`config.mk`:
```
export PLATFORM = sky130hd
export DESIGN_NAME = axis_pfifo
export DESIGN_NICKNAME = d
export VERILOG_FILES = /design/src/rtl/axis_pfifo_pkg.sv /design/src/rtl/axis_pfifo_ram.sv /design/src/rtl/axis_pfifo.sv
export SDC_FILE = /design/constraint.sdc
export NUM_CORES = 1
export LEC_CHECK = 0
export ABC_AREA = 1
export BUFFER_PORTS_ARGS = -buffer_cell sky130_fd_sc_hd__buf_2
export CAP_MARGIN = 15
export CORE_MARGIN = 8
export CORE_UTILIZATION = 53
export DETAILED_ROUTE_END_ITERATION = 16
export PLACE_DENSITY = 0.73
export SLEW_MARGIN = 5
export SYNTH_ARGS = -nofsm -noshare
export SYNTH_HDL_FRONTEND = slang
export SYNTH_SLANG_ARGS = --single-unit
```
`constraint.sdc`:
```
create_clock -name aclk -period 2.56 [get_ports aclk]
set_clock_uncertainty 0.2 [all_clocks]
set_input_delay 0.512 -clock aclk [delete_from_list [all_inputs] [get_ports aclk]]
set_output_delay 0.512 -clock aclk [all_outputs]
set_load 0.01 [all_outputs]
```
`src/rtl/axis_pfifo_pkg.sv`:
```
// Shared types for the AXI-Stream packet FIFO: write-side FSM encoding and
// the FIFO mode selector value.
package axis_pfifo_pkg;

    localparam int MODE_PACKET = 1;

    typedef enum logic [0:0] {
        WR_FILL    = 1'b0,
        WR_DISCARD = 1'b1
    } wr_state_t;

endpackage

```
`src/rtl/axis_pfifo_ram.sv`:
```
// Simple dual-port storage for {tlast, tdata}: one write port, one read port
// whose data register doubles as the FWFT output stage of the FIFO.
module axis_pfifo_ram #(
    parameter int DW = 9,
    parameter int AW = 4
) (
    input  logic          i_clk,
    input  logic          i_rst,
    input  logic          i_we,
    input  logic [AW-1:0] i_waddr,
    input  logic [DW-1:0] i_wdata,
    input  logic          i_re,
    input  logic [AW-1:0] i_raddr,
    output logic [DW-1:0] o_rdata
);

    logic [DW-1:0] r_mem [0:(1<<AW)-1];
    logic [DW-1:0] r_rdata;

    always_ff @(posedge i_clk) begin
        if (i_we) begin
            r_mem[i_waddr] <= i_wdata;
        end
    end

    // Output beat must read as zero out of reset, so this register is reset.
    always_ff @(posedge i_clk) begin
        if (i_rst) begin
            r_rdata <= '0;
        end else if (i_re) begin
            r_rdata <= r_mem[i_raddr];
        end
    end

    assign o_rdata = r_rdata;

endmodule

```
`src/rtl/axis_pfifo.sv`:
```
// Single-clock AXI-Stream FIFO with optional store-and-forward frame mode,
// frame abort (drop_i) and oversize-frame discard.
module axis_pfifo
    import axis_pfifo_pkg::*;
#(
    parameter int WIDTH  = 8,
    parameter int ABITS  = 4,
    parameter int PACKET = 1
) (
    input  logic             aclk,
    input  logic             areset,
    input  logic             s_tvalid_i,
    output logic             s_tready_o,
    input  logic             s_tlast_i,
    input  logic [WIDTH-1:0] s_tdata_i,
    input  logic             drop_i,
    output logic             m_tvalid_o,
    input  logic             m_tready_i,
    output logic             m_tlast_o,
    output logic [WIDTH-1:0] m_tdata_o,
    output logic [ABITS:0]   level_o,
    output logic             dropped_o
);

    localparam bit             PKT     = (PACKET == MODE_PACKET);
    localparam logic [ABITS:0] PTR_ONE = {{ABITS{1'b0}}, 1'b1};

    logic [ABITS:0] r_wr;
    logic [ABITS:0] r_cm;
    logic [ABITS:0] r_rd;
    logic           r_mvalid;
    logic           r_dropped;
    wr_state_t      r_state;
    wr_state_t      w_state_nxt;

    logic           w_full;
    logic           w_discarding;
    logic           w_accept;
    logic           w_drop;
    logic           w_overflow;
    logic           w_we;
    logic           w_pop;
    logic           w_re;
    logic [ABITS:0] w_cm;
    logic [ABITS:0] w_rd_nxt;
    logic [WIDTH:0] w_rdata;

    assign w_full       = (r_wr[ABITS] != r_rd[ABITS]) &&
                          (r_wr[ABITS-1:0] == r_rd[ABITS-1:0]);
    assign w_discarding = PKT && (r_state == WR_DISCARD);
    assign s_tready_o   = ~w_full | w_discarding;
    assign w_accept     = s_tvalid_i & s_tready_o;

    // A stuck partial frame that fills the whole FIFO can never commit.
    assign w_drop     = PKT && drop_i && (r_state == WR_FILL);
    assign w_overflow = PKT && (r_state == WR_FILL) && w_full && (r_wr != r_cm);
    assign w_we       = w_accept && !w_discarding && !w_drop;

    assign w_cm     = PKT ? r_cm : r_wr;
    assign w_pop    = r_mvalid & m_tready_i;
    assign w_rd_nxt = r_rd + {{ABITS{1'b0}}, w_pop};
    // Re-reading the head while stalled keeps the beat stable: its slot
    // cannot be overwritten until it is popped.
    assign w_re     = (w_rd_nxt != w_cm);

    always_comb begin
        w_state_nxt = r_state;
        case (r_state)
            WR_FILL: begin
                if (w_overflow) begin
                    w_state_nxt = WR_DISCARD;
                end
            end
            WR_DISCARD: begin
                if (s_tvalid_i && s_tlast_i) begin
                    w_state_nxt = WR_FILL;
                end
            end
            default: w_state_nxt = WR_FILL;
        endcase
        if (!PKT) begin
            w_state_nxt = WR_FILL;
        end
    end

    always_ff @(posedge aclk) begin
        if (areset) begin
            r_state <= WR_FILL;
        end else begin
            r_state <= w_state_nxt;
        end
    end

    always_ff @(posedge aclk) begin
        if (areset) begin
            r_wr      <= '0;
            r_cm      <= '0;
            r_rd      <= '0;
            r_mvalid  <= 1'b0;
            r_dropped <= 1'b0;
        end else begin
            r_rd      <= w_rd_nxt;
            r_mvalid  <= w_re;
            r_dropped <= w_drop | w_overflow;
            if (w_drop || w_overflow) begin
                r_wr <= r_cm;
            end else if (w_we) begin
                r_wr <= r_wr + PTR_ONE;
            end
            if (PKT && w_we && s_tlast_i) begin
                r_cm <= r_wr + PTR_ONE;
            end
        end
    end

    axis_pfifo_ram #(
        .DW (WIDTH + 1),
        .AW (ABITS)
    ) u_ram (
        .i_clk   (aclk),
        .i_rst   (areset),
        .i_we    (w_we),
        .i_waddr (r_wr[ABITS-1:0]),
        .i_wdata ({s_tlast_i, s_tdata_i}),
        .i_re    (w_re),
        .i_raddr (w_rd_nxt[ABITS-1:0]),
        .o_rdata (w_rdata)
    );

    assign m_tvalid_o = r_mvalid;
    assign m_tlast_o  = w_rdata[WIDTH];
    assign m_tdata_o  = w_rdata[WIDTH-1:0];
    assign level_o    = r_wr - r_rd;
    assign dropped_o  = r_dropped;

endmodule

```
* Yosys cells after proc, flatten, opt, wreduce, memory -nomap -nowiden
Memory sizes are Yosys's and may differ from the RTL's. A register that Yosys moved wholly into a read port is not among the register bits.
Index checks and enable logic that the tools add are counted.
** Word-level totals
- Register bits after elaboration :: 18
- Input port bits :: 14
- Output and inout port bits :: 17
- Memories :: 1
- Memory bits (writable) :: 144
** Cells by class
- Reductions and logical operators :: 12
- Add/sub/neg operators :: 3
- Equal/unequal tests :: 4
- Mux-type cells :: 7
- Bitwise gates (word level) :: 6
** Memories
- u_ram.r_mem :: words 16, bits a word 9, rd ports 1, clocked after Yosys merged registers in 1, write ports 1, line axis_pfifo_ram.sv:17 : logic [DW-1:0] r_mem [0:(1<<AW)-1];
** Operators by type and width (number)
- $mux 5 :: 2
- $ne 5x5->1 :: 2
- $logic_and 1x1->1 :: 8
- $add 5x1->5 :: 1
- $add 5x1->5 const B :: 1
- $sub 5x5->5 :: 1
- $eq 4x4->1 :: 1
- $mux 1 :: 4
- $and 1x1->1 :: 2
- $logic_not 1->1 :: 2
- $not 1->1 :: 2
- $or 1x1->1 :: 2
- $pmux 1 s2 :: 1
- $reduce_bool 2->1 :: 1
- $logic_or 1x1->1 :: 1
- $ne 1x1->1 :: 1

* Longest topological paths before layout
Gate-level depths: netlist of the first run.
- Depth after elaboration :: 9
- Gate-level depth with buffers :: 14
- Gate-level depth less buffers :: 14

* Hierarchy
Synthesis of the first run repeated with hierarchy kept, for this count alone.
** Unflattened totals
- Cell total of the unflattened synthesis :: 715
- Area, all modules :: 7465.9 um^2
** By module, submodules not included
- axis_pfifo_ram :: sequential area each 4504.3 um^2, area each 6256.0 um^2, cells each 546, instances 1
- axis_pfifo :: sequential area each 360.3 um^2, area each 1209.9 um^2, cells each 169, instances 1

* Worst setup path after synthesis of the first run
Ideal clock, no wire load.
- Path type :: reg2reg
- Start point :: register r_wr[0]
- End point :: memory u_ram.r_mem[11][0] (enable)
- Clock period less this slack :: 2.604 ns
- Setup time :: 0.387 ns
- Cell stages (with the launch flop) :: 9
- Path slack :: -0.044 ns
- Data arrival time :: 2.017 ns
- Cells stage by stage :: dfxtp_1 inv_1 ha_1 inv_1 nor2_1 nand3_4 nand2_2 buf_6 nor3_1
** Between the ends
- Cells in the longest elaborated chain, start to end :: 9
** Ends and longest elaborated chain
- start, declared :: line axis_pfifo.sv:28 : logic [ABITS:0] r_wr;
- start signal, assigned :: line axis_pfifo.sv:106 : r_wr <= r_cm;
- start signal, assigned :: line axis_pfifo.sv:108 : r_wr <= r_wr + PTR_ONE;
- $eq 4x4->1 :: line axis_pfifo.sv:49 : (r_wr[ABITS-1:0] == r_rd[ABITS-1:0]);
- $logic_and 1x1->1 :: line axis_pfifo.sv:48 : assign w_full = (r_wr[ABITS] != r_rd[ABITS]) &&
- $not 1->1 :: line axis_pfifo.sv:51 : assign s_tready_o = ~w_full | w_discarding;
- $or 1x1->1 :: line axis_pfifo.sv:51
- named net s_tready_o :: line axis_pfifo.sv:13 : output logic s_tready_o,
- $and 1x1->1 :: line axis_pfifo.sv:52 : assign w_accept = s_tvalid_i & s_tready_o;
- $logic_and 1x1->1 (2 in series) :: line axis_pfifo.sv:57 : assign w_we = w_accept && !w_discarding && !w_drop;
- $mux 1 :: line axis_pfifo_ram.sv:21 : if (i_we) begin
- $mux 1 (not written as such) :: line axis_pfifo_ram.sv:22 : r_mem[i_waddr] <= i_wdata;
- end, declared :: line axis_pfifo_ram.sv:17
The timed path passes the listed nets, and every way through them passes these cells.

* Final worst setup path of the first run
- Start point :: register r_rd[2]
- End point :: output port level_o[3]
** Between the ends
- Cells in the longest elaborated chain, start to end :: 1
** Ends and longest elaborated chain
- start, declared :: line axis_pfifo.sv:30 : logic [ABITS:0] r_rd;
- start signal, assigned :: line axis_pfifo.sv:102 : r_rd <= w_rd_nxt;
- $sub 5x5->5 :: line axis_pfifo.sv:133 : assign level_o = r_wr - r_rd;
- end, declared :: line axis_pfifo.sv:21 : output logic [ABITS:0] level_o,
Every way passes these cells.

==> metrics.md, run 1 <==
| Metric | Value |
|---|---|
| Worst-margin pin slew | between 0.6 and 0.7 ns |
| Setup CP Type | reg -> out |
| Initial Utilization | 53.8% |
| Antenna viol nets, final | 0 |
| Final core area utilization | 62.3% |
| Max-Cap Viols | 0 |
| Critical Path Start Type | flop |
| Highest-count cells in the layout ignoring fill and taps | 172 x nor2_1, 144 x edfxtp_1, 76 x o21ai_0, 61 x nand2_1, 61 x nand3_1 |
| Status | completed |
| Area contributors post-synth | edfxtp_1 59%, nor2_1 8.9%, dfxtp_1 7.3% |
| Crit-path max FO | 4 |
| Worst EP required | about 1.9 ns |
| Area of the multi-input gates | between 0.002 and 0.0025 mm² |
| TritonCTS Buffers | 17 |
| CTS tree | done |
| DRT Pass-1 Iters | 5 |
| Final setup fails | 0 |
| Final worst setup slack | between 0.07 and 0.08 ns |
| Die Y | between 100 and 150 µm |
| Tcrit/Tclk final | a little under 100% |
| ANT cells | 0 |
| Synth Area in XOR/XNOR | under 10% |
| Area Growth Syn to Fin | 15.9% |
| Die area | 0.0179 mm² |
| Global-route wire length before repair | about 27 mm |
| Largest family of logic cells by synthesized area | simple AND/OR/NAND/NOR gates |
| I/O Buffers | 30 |
| Post-DP Area | a little under 0.008 mm² |
| Synthesized area | 0.00737 mm² |
| Net Count, Synth | 708 |
| Lkg Pwr | 0.00317 µW |
| Fin cells | 931 |
| Final nets | 763 |
| DR vias/cell | about 5.7 |
| Cell area after layout | 0.00855 mm² |
| Syn avg cell area | 10.8 µm² |
| Core ar. | 0.0137 mm² |
| Unrepaired setup endpoints after global routing | false |
| Post-Synth Adder-Cell Area | 1.97% |
| CP Data Arrival Time | 1.77 ns |
| Synth top area share | 58.6% |
| Post-synthesis mux area share | 0% |
| Grt total ovfl | 0 |
| Initial antenna violation count | 0 |
| Dpl hpwl | 11.2 mm |
| Final min period | approximately 2.5 ns |
| Iter 0 DRT Violations | about 670 |
| Reg area | 0.00487 mm² |
| Yosys Warn Count | 0 |
| Max-slew headroom | roughly 55% |
| Hold WC Path Type | in -> reg |
| Maximum VDD drop | roughly 0.62 mV |
| Die X | about 130 µm |
| Seq/Total Area, Yosys | approximately 66% |
| FF+latch count, synth | 171 |
| Vias in the first global route | 5126 |
| Clock sinks | 171 |
| Cells after synthesis | ~680 |
| Synth unique cells | 33 |
| Hold Vio Cnt, Final | 0 |
| Pin count of the biggest net entering global routing | 46 |
| Simple-Gate Fraction of Synth Area | a little under a fifth |
| Setup Buffers After CTS | 0 |
| Pins over their slew limit | 0 |
| Final WL | around 17 mm |
| Pwr Total | between 6000 and 7000 µW |
| Wire length per cell | ~18 µm |
| Peak Freq | ~0.40 GHz |
| Synth Area in Compound Gates | under 10% |
| Commonest non-fill, non-tap cell in the layout | nor2_1 |
| Placement Setup Slack | -0.0366 ns |
| Vias | around 5300 |
| Critical path endpoint category | output pin |
| Fillers | 1045 |
| Clk root buf | clkbuf_16 |
| Gr usage total | 19.5% |
| CTS Hold Bufs | 0 |
| DR DRC count | 0 |
| Max Buffers Root-to-Sink | 2 |
| Power Density | a little over 800 mW/mm² |
| Dpl cells | around 900 |
| # IOs | 31 |
| Clock transition at path regs | about 0.06 ns |
| H-Tree Level Count | 4 |
| Area leader, netlist | edfxtp_1 |
| Routability cong. | around 0.88 |
| Share of cells above drive strength 1 | roughly 17% |
| Clock insertion delay at the later pin of the skew report | 0.42 ns |
| Placement row count | 43 |
==> worst max-delay path, stage by stage, from the launching register on <==
cell and delay (ns):
dfxtp_1 0.34, inv_1 0.05, ha_1 0.35, nand2_1 0.06
o21ai_0 0.22, xor2_1 0.18, buf_2 0.15
==> area by class of cell <==
type	count	area share [%]
Tap cell	180	2.64
Inverter	31	1.41
Clock buffer	17	4.98
Sequential cell	171	57.0
Multi-Input combinational cell	448	26.1
Clock inverter	15	1.99
Timing Repair Buffer	69	5.92
==> report_power, final <==
group	leakage, µW	internal (µW)	switching [µW]
combinational	0.00137	398	756
clock	0.000283	1530	1060
sequential	0.00152	3110	52.0
total	0.00317	5040	1870
==> synthesized netlist by cell type, drive strengths merged <==
| master | number |
|---|---|
| a21oi | 13 |
| buf | 18 |
| clkbuf | 15 |
| clkinv | 1 |
| dfxtp | 27 |
| edfxtp | 144 |
| fa | 1 |
| ha | 10 |
| inv | 30 |
| nand2 | 68 |
| nand3 | 64 |
| nand4 | 8 |
| nor2 | 176 |
| nor3 | 3 |
| nor3b | 1 |
| o211ai | 12 |
| o21ai | 83 |
| or2 | 1 |
| xnor2 | 3 |
| xor2 | 5 |
==> per-layer routing <==
layer	vias to the layer above	track usage (%)	share of wire (%)
li1	2473	-	-
met1	2543	25.5	43
met2	228	30.9	48
met3	33	4.41	7.0
met4	0	7.80	2.1
met5	-	0	0
==> sequential cells by signal, indices dropped and copies added, names as in the netlist <==
name and count:
r_state 1, dropped_o 1, u_ram.r_mem 144, u_ram.o_rdata 9, r_cm 5, r_wr 5
r_rd 5, m_tvalid_o 1
==> kinds of logic (layout without fill, tap and decap cells) <==
logic type,after synthesis,in the layout
xor gates and xnor gates,8,8
AOI/OAI and AO/OA,108,108
adders and majority gates,11,11
buffers and inverters,64,132
and+or+nand+nor,321,321
DFF,171,171
==> timing repair <==
item / 4_1_cts / 5_1_grt
pin swaps: 1 / 0
endpoints found under the setup margin: 2 / 109
gates resized for setup: 6 / 4
==> final timing paths <==
kind / startpoint / end / slack, ns / depth (start not counted)
worst max register to register: r_rd[2]$_SDFF_PP0_ / u_ram.r_mem[9][8]$_DFFE_PP_ / 0.18 / 11
worst min register to register: u_ram.o_rdata[6]$_SDFFE_PP0P_ / u_ram.o_rdata[6]$_SDFFE_PP0P_ / 0.28 / 2
worst max-delay path: r_rd[2]$_SDFF_PP0_ / level_o[3] / 0.07 / 6
worst min-delay path: s_tvalid_i / r_state$_SDFF_PP0_ / 0.18 / 4
==> stage by stage <==
| step | setup TNS [ns] | hold slack, ns |
|---|---|---|
| after floorplan | -1.17 | 0.268 |
| after global placement | 0 | 0.263 |
| after detailed placement | -0.137 | 0.267 |
| after CTS | 0 | 0.170 |
| after global routing | 0 | 0.179 |
| final | 0 | 0.178 |
Note: power is estimated with default switching activity, not from simulation.
==> run 2, diff against run 1 <==
--- a/config.mk
+++ b/config.mk
@@ -11,7 +11,9 @@
 export CORE_MARGIN = 8
 export CORE_UTILIZATION = 53
 export DETAILED_ROUTE_END_ITERATION = 16
+export GPL_TIMING_DRIVEN = 0
 export PLACE_DENSITY = 0.73
+export SETUP_SLACK_MARGIN = 0.1
 export SLEW_MARGIN = 5
 export SYNTH_ARGS = -nofsm -noshare
 export SYNTH_HDL_FRONTEND = slang
==> run 2 against run 1 <==
Die area stayed put. Cell count is 1.2% higher. Global-route usage is 1.1 points higher. Combinational power is 9.6% higher. Core utilization is 2.1 points higher. Sequential cell count stayed put. Worst setup slack worse by 0.030 ns. Design area is 3.4% higher. Hold slack worse by 0.077 ns. Register-to-register slack hardly changed.
==> metrics.md, run 2 (synthesis gave the netlist of run 1 again) <==
| Metric | Value |
|---|---|
| Iter 0 DRT Violations | around 700 |
| DRT Pass-1 Iters | 5 |
| Grt total ovfl | 0 |
| Area of the multi-input gates | 0.00243 mm² |
| Core ar. | 0.0137 mm² |
| CP Data Arrival Time | between 1.5 and 2 ns |
| I/O Buffers | 30 |
| Commonest non-fill, non-tap cell in the layout | nor2_1 |
| Final min period | ~2.5 ns |
| Seq pwr share | a little under half |
| Max Buffers Root-to-Sink | 2 |
| Pint | 4980 µW |
| Vias | 5451 |
| Clock sinks | between 150 and 200 |
| Max-Cap Viols | 0 |
| Highest-count cells in the layout ignoring fill and taps | 158 x nor2_1, 144 x edfxtp_1, 75 x o21ai_0, 60 x nand2_1, 58 x nand3_1 |
| Clk root buf | clkbuf_16 |
| Clock network fraction of total power | 36.4% |
| Global-route wire length before repair | 27.8 mm |
| Pwr Total | 6960 µW |
| Final setup fails | 0 |
| Fillers | between 1000 and 1500 |
| Max reg flops | around 140 |
| Vias in the first global route | 5203 |
| Final nets | about 770 |
| Flop2flop setup slack | 0.19 ns |
| Power Density | around 800 mW/mm² |
| Unrepaired setup endpoints after global routing | true |
| Peak Freq | 0.397 GHz |
| Initial Utilization | 53.8% |
| CTS tree | done |
| Combinational power share | between 10% and 20% |
| Clock transition at path regs | 0.06 ns |
| Initial antenna violation count | 0 |
| Net Sw Power | a little under 2000 µW |
| Gr usage total | between 20 and 25% |
| Die Y | 134 µm |
| Die X | 134 µm |
| Routability cong. | around 0.86 |
| Wire length per cell | 19.6 µm |
| Share of cells above drive strength 1 | 22.3% |
| Critical Path Start | r_wr[0]$_SDFFE_PP0P_ |
| Pins over their slew limit | 0 |
| Maximum VDD drop | 0.576 mV |
| Depth of the worst register-to-register path | 12 |
| Tcrit/Tclk final | between 90% and 100% |
| TritonCTS Buffers | 17 |
| Area Growth Syn to Fin | 19.8% |
| RR Endpoint | u_ram.o_rdata[0]$_SDFFE_PP0P_ |
| Critical path endpoint category | output pin |
| Setup TNS | 0 ns |
| CTS Hold Bufs | 0 |
| Worst EP required | 1.85 ns |
| Lkg Pwr | about 0.0032 µW |
| Antenna viol nets, final | 0 |
| Hold Vio Cnt, Final | 0 |
| # IOs | 31 |
| Register with the most flip-flops | u_ram.r_mem |
| Max-slew headroom | about three fifths |
| Sw frac | between 20% and 30% |
| Worst-margin pin slew | 0.605 ns |
| Reg2Reg Launch Point | m_tvalid_o$_SDFF_PP0_ |
| Hold WC Path Type | in -> reg |
| DR vias/cell | ~5.8 |
| Final WL | about 18 mm |
| Clock insertion delay at the later pin of the skew report | 0.44 ns |
| DR DRC count | 0 |
| Pin count of the biggest net entering global routing | 19 |
| Die area | about 0.018 mm² |
| Status | completed |
| H-Tree Level Count | 4 |
| Reg area | roughly 0.0049 mm² |
| Critical Path Sink | level_o[4] |
| Dpl hpwl | around 12 mm |
| ANT cells | 0 |
| Crit-path max FO | 2 |
| Setup CP Type | reg -> out |
| Placement row count | between 40 and 50 |
| Critical Path Start Type | flop |
## run 2: cell count changes in the layout (fill, tap and decap cells not counted), moves of 4 or more
cell      delta
clkbuf_1     +7
buf_6        +9
nor2_1      -14
nor2_4      +13
clkbuf_2     +9
clkbuf_4     +5
ha_4         +4
buf_2        +4
clkinv_1     -5
buf_4       -22
dfxtp_1      -4
## run 2: worst min-delay path by stage
stage                                  start                       endpoint  slack, ns  depth (start not counted)
2_1_floorplan           r_cm[0]$_SDFFE_PP0P_           r_wr[0]$_SDFFE_PP0P_       0.27                          2
4_1_cts                               areset           dropped_o$_SDFF_PP0_       0.09                          2
6_report                              areset           dropped_o$_SDFF_PP0_       0.10                          2
5_1_grt                               areset           dropped_o$_SDFF_PP0_        0.1                          2
3_5_place_dp   u_ram.o_rdata[7]$_SDFFE_PP0P_  u_ram.o_rdata[7]$_SDFFE_PP0P_       0.27                          2
3_3_place_gp   u_ram.o_rdata[8]$_SDFFE_PP0P_  u_ram.o_rdata[8]$_SDFFE_PP0P_       0.26                          2
## run 2: layout make-up
class,count,share of cell area [%]
Timing Repair Buffer,47,4.25
Tap cell,180,2.55
Multi-Input combinational cell,448,27.5
Clock inverter,12,1.54
Inverter,31,1.42
Clock buffer,20,4.94
Sequential cell,171,55.2
Buffer,33,2.54
## run 2: power by group through the flow
stage	Sequential (µW)	Clock, µW	Combinational, µW
after floorplan	3240	0	713
final	3170	2530	1260
after global routing	3170	2640	1390
after CTS	3160	2520	1180
after global placement	3220	0	1080
after detailed placement	3220	0	1110
## run 2: through the flow
step | worst slack (ns) | instance area, µm² | util, % | hold WS, ns | std cells
after global placement | -0.692 | 7750 | 56.5 | 0.257 | 893
final | 0.0435 | 8830 | 64.4 | 0.101 | 942
after global routing | -0.0127 | 8830 | 64.4 | 0.0982 | 942
after detailed placement | -0.426 | 7770 | 56.6 | 0.270 | 894
after floorplan | -0.0435 | 7370 | - | 0.268 | 683
after CTS | 0.0269 | 8660 | 63.1 | 0.0913 | 937
## run 2: what timing repair did
| action | in CTS | in global routing |
|---|---|---|
| setup buffers | 11 | 5 |
| gates resized for setup | 55 | 40 |
| pin swaps | 8 | 10 |
| setup endpoints to repair | 158 | 85 |
## run 2: worst max-delay path, cell delays in order (launching register included)
cell	delay, ns
dfxtp_4	0.37
inv_6	0.04
ha_4	0.16
fa_2	0.38
o21ai_2	0.16
xnor2_1	0.12
buf_2	0.14
## run 2: per-layer routing
layer	routed length, µm	vias up	track usage [%]
met2	9250	291	34.9
li1	-	2503	-
met5	0	-	0
met1	7270	2624	25.5
met3	1590	33	4.75
met4	342	0	6.99
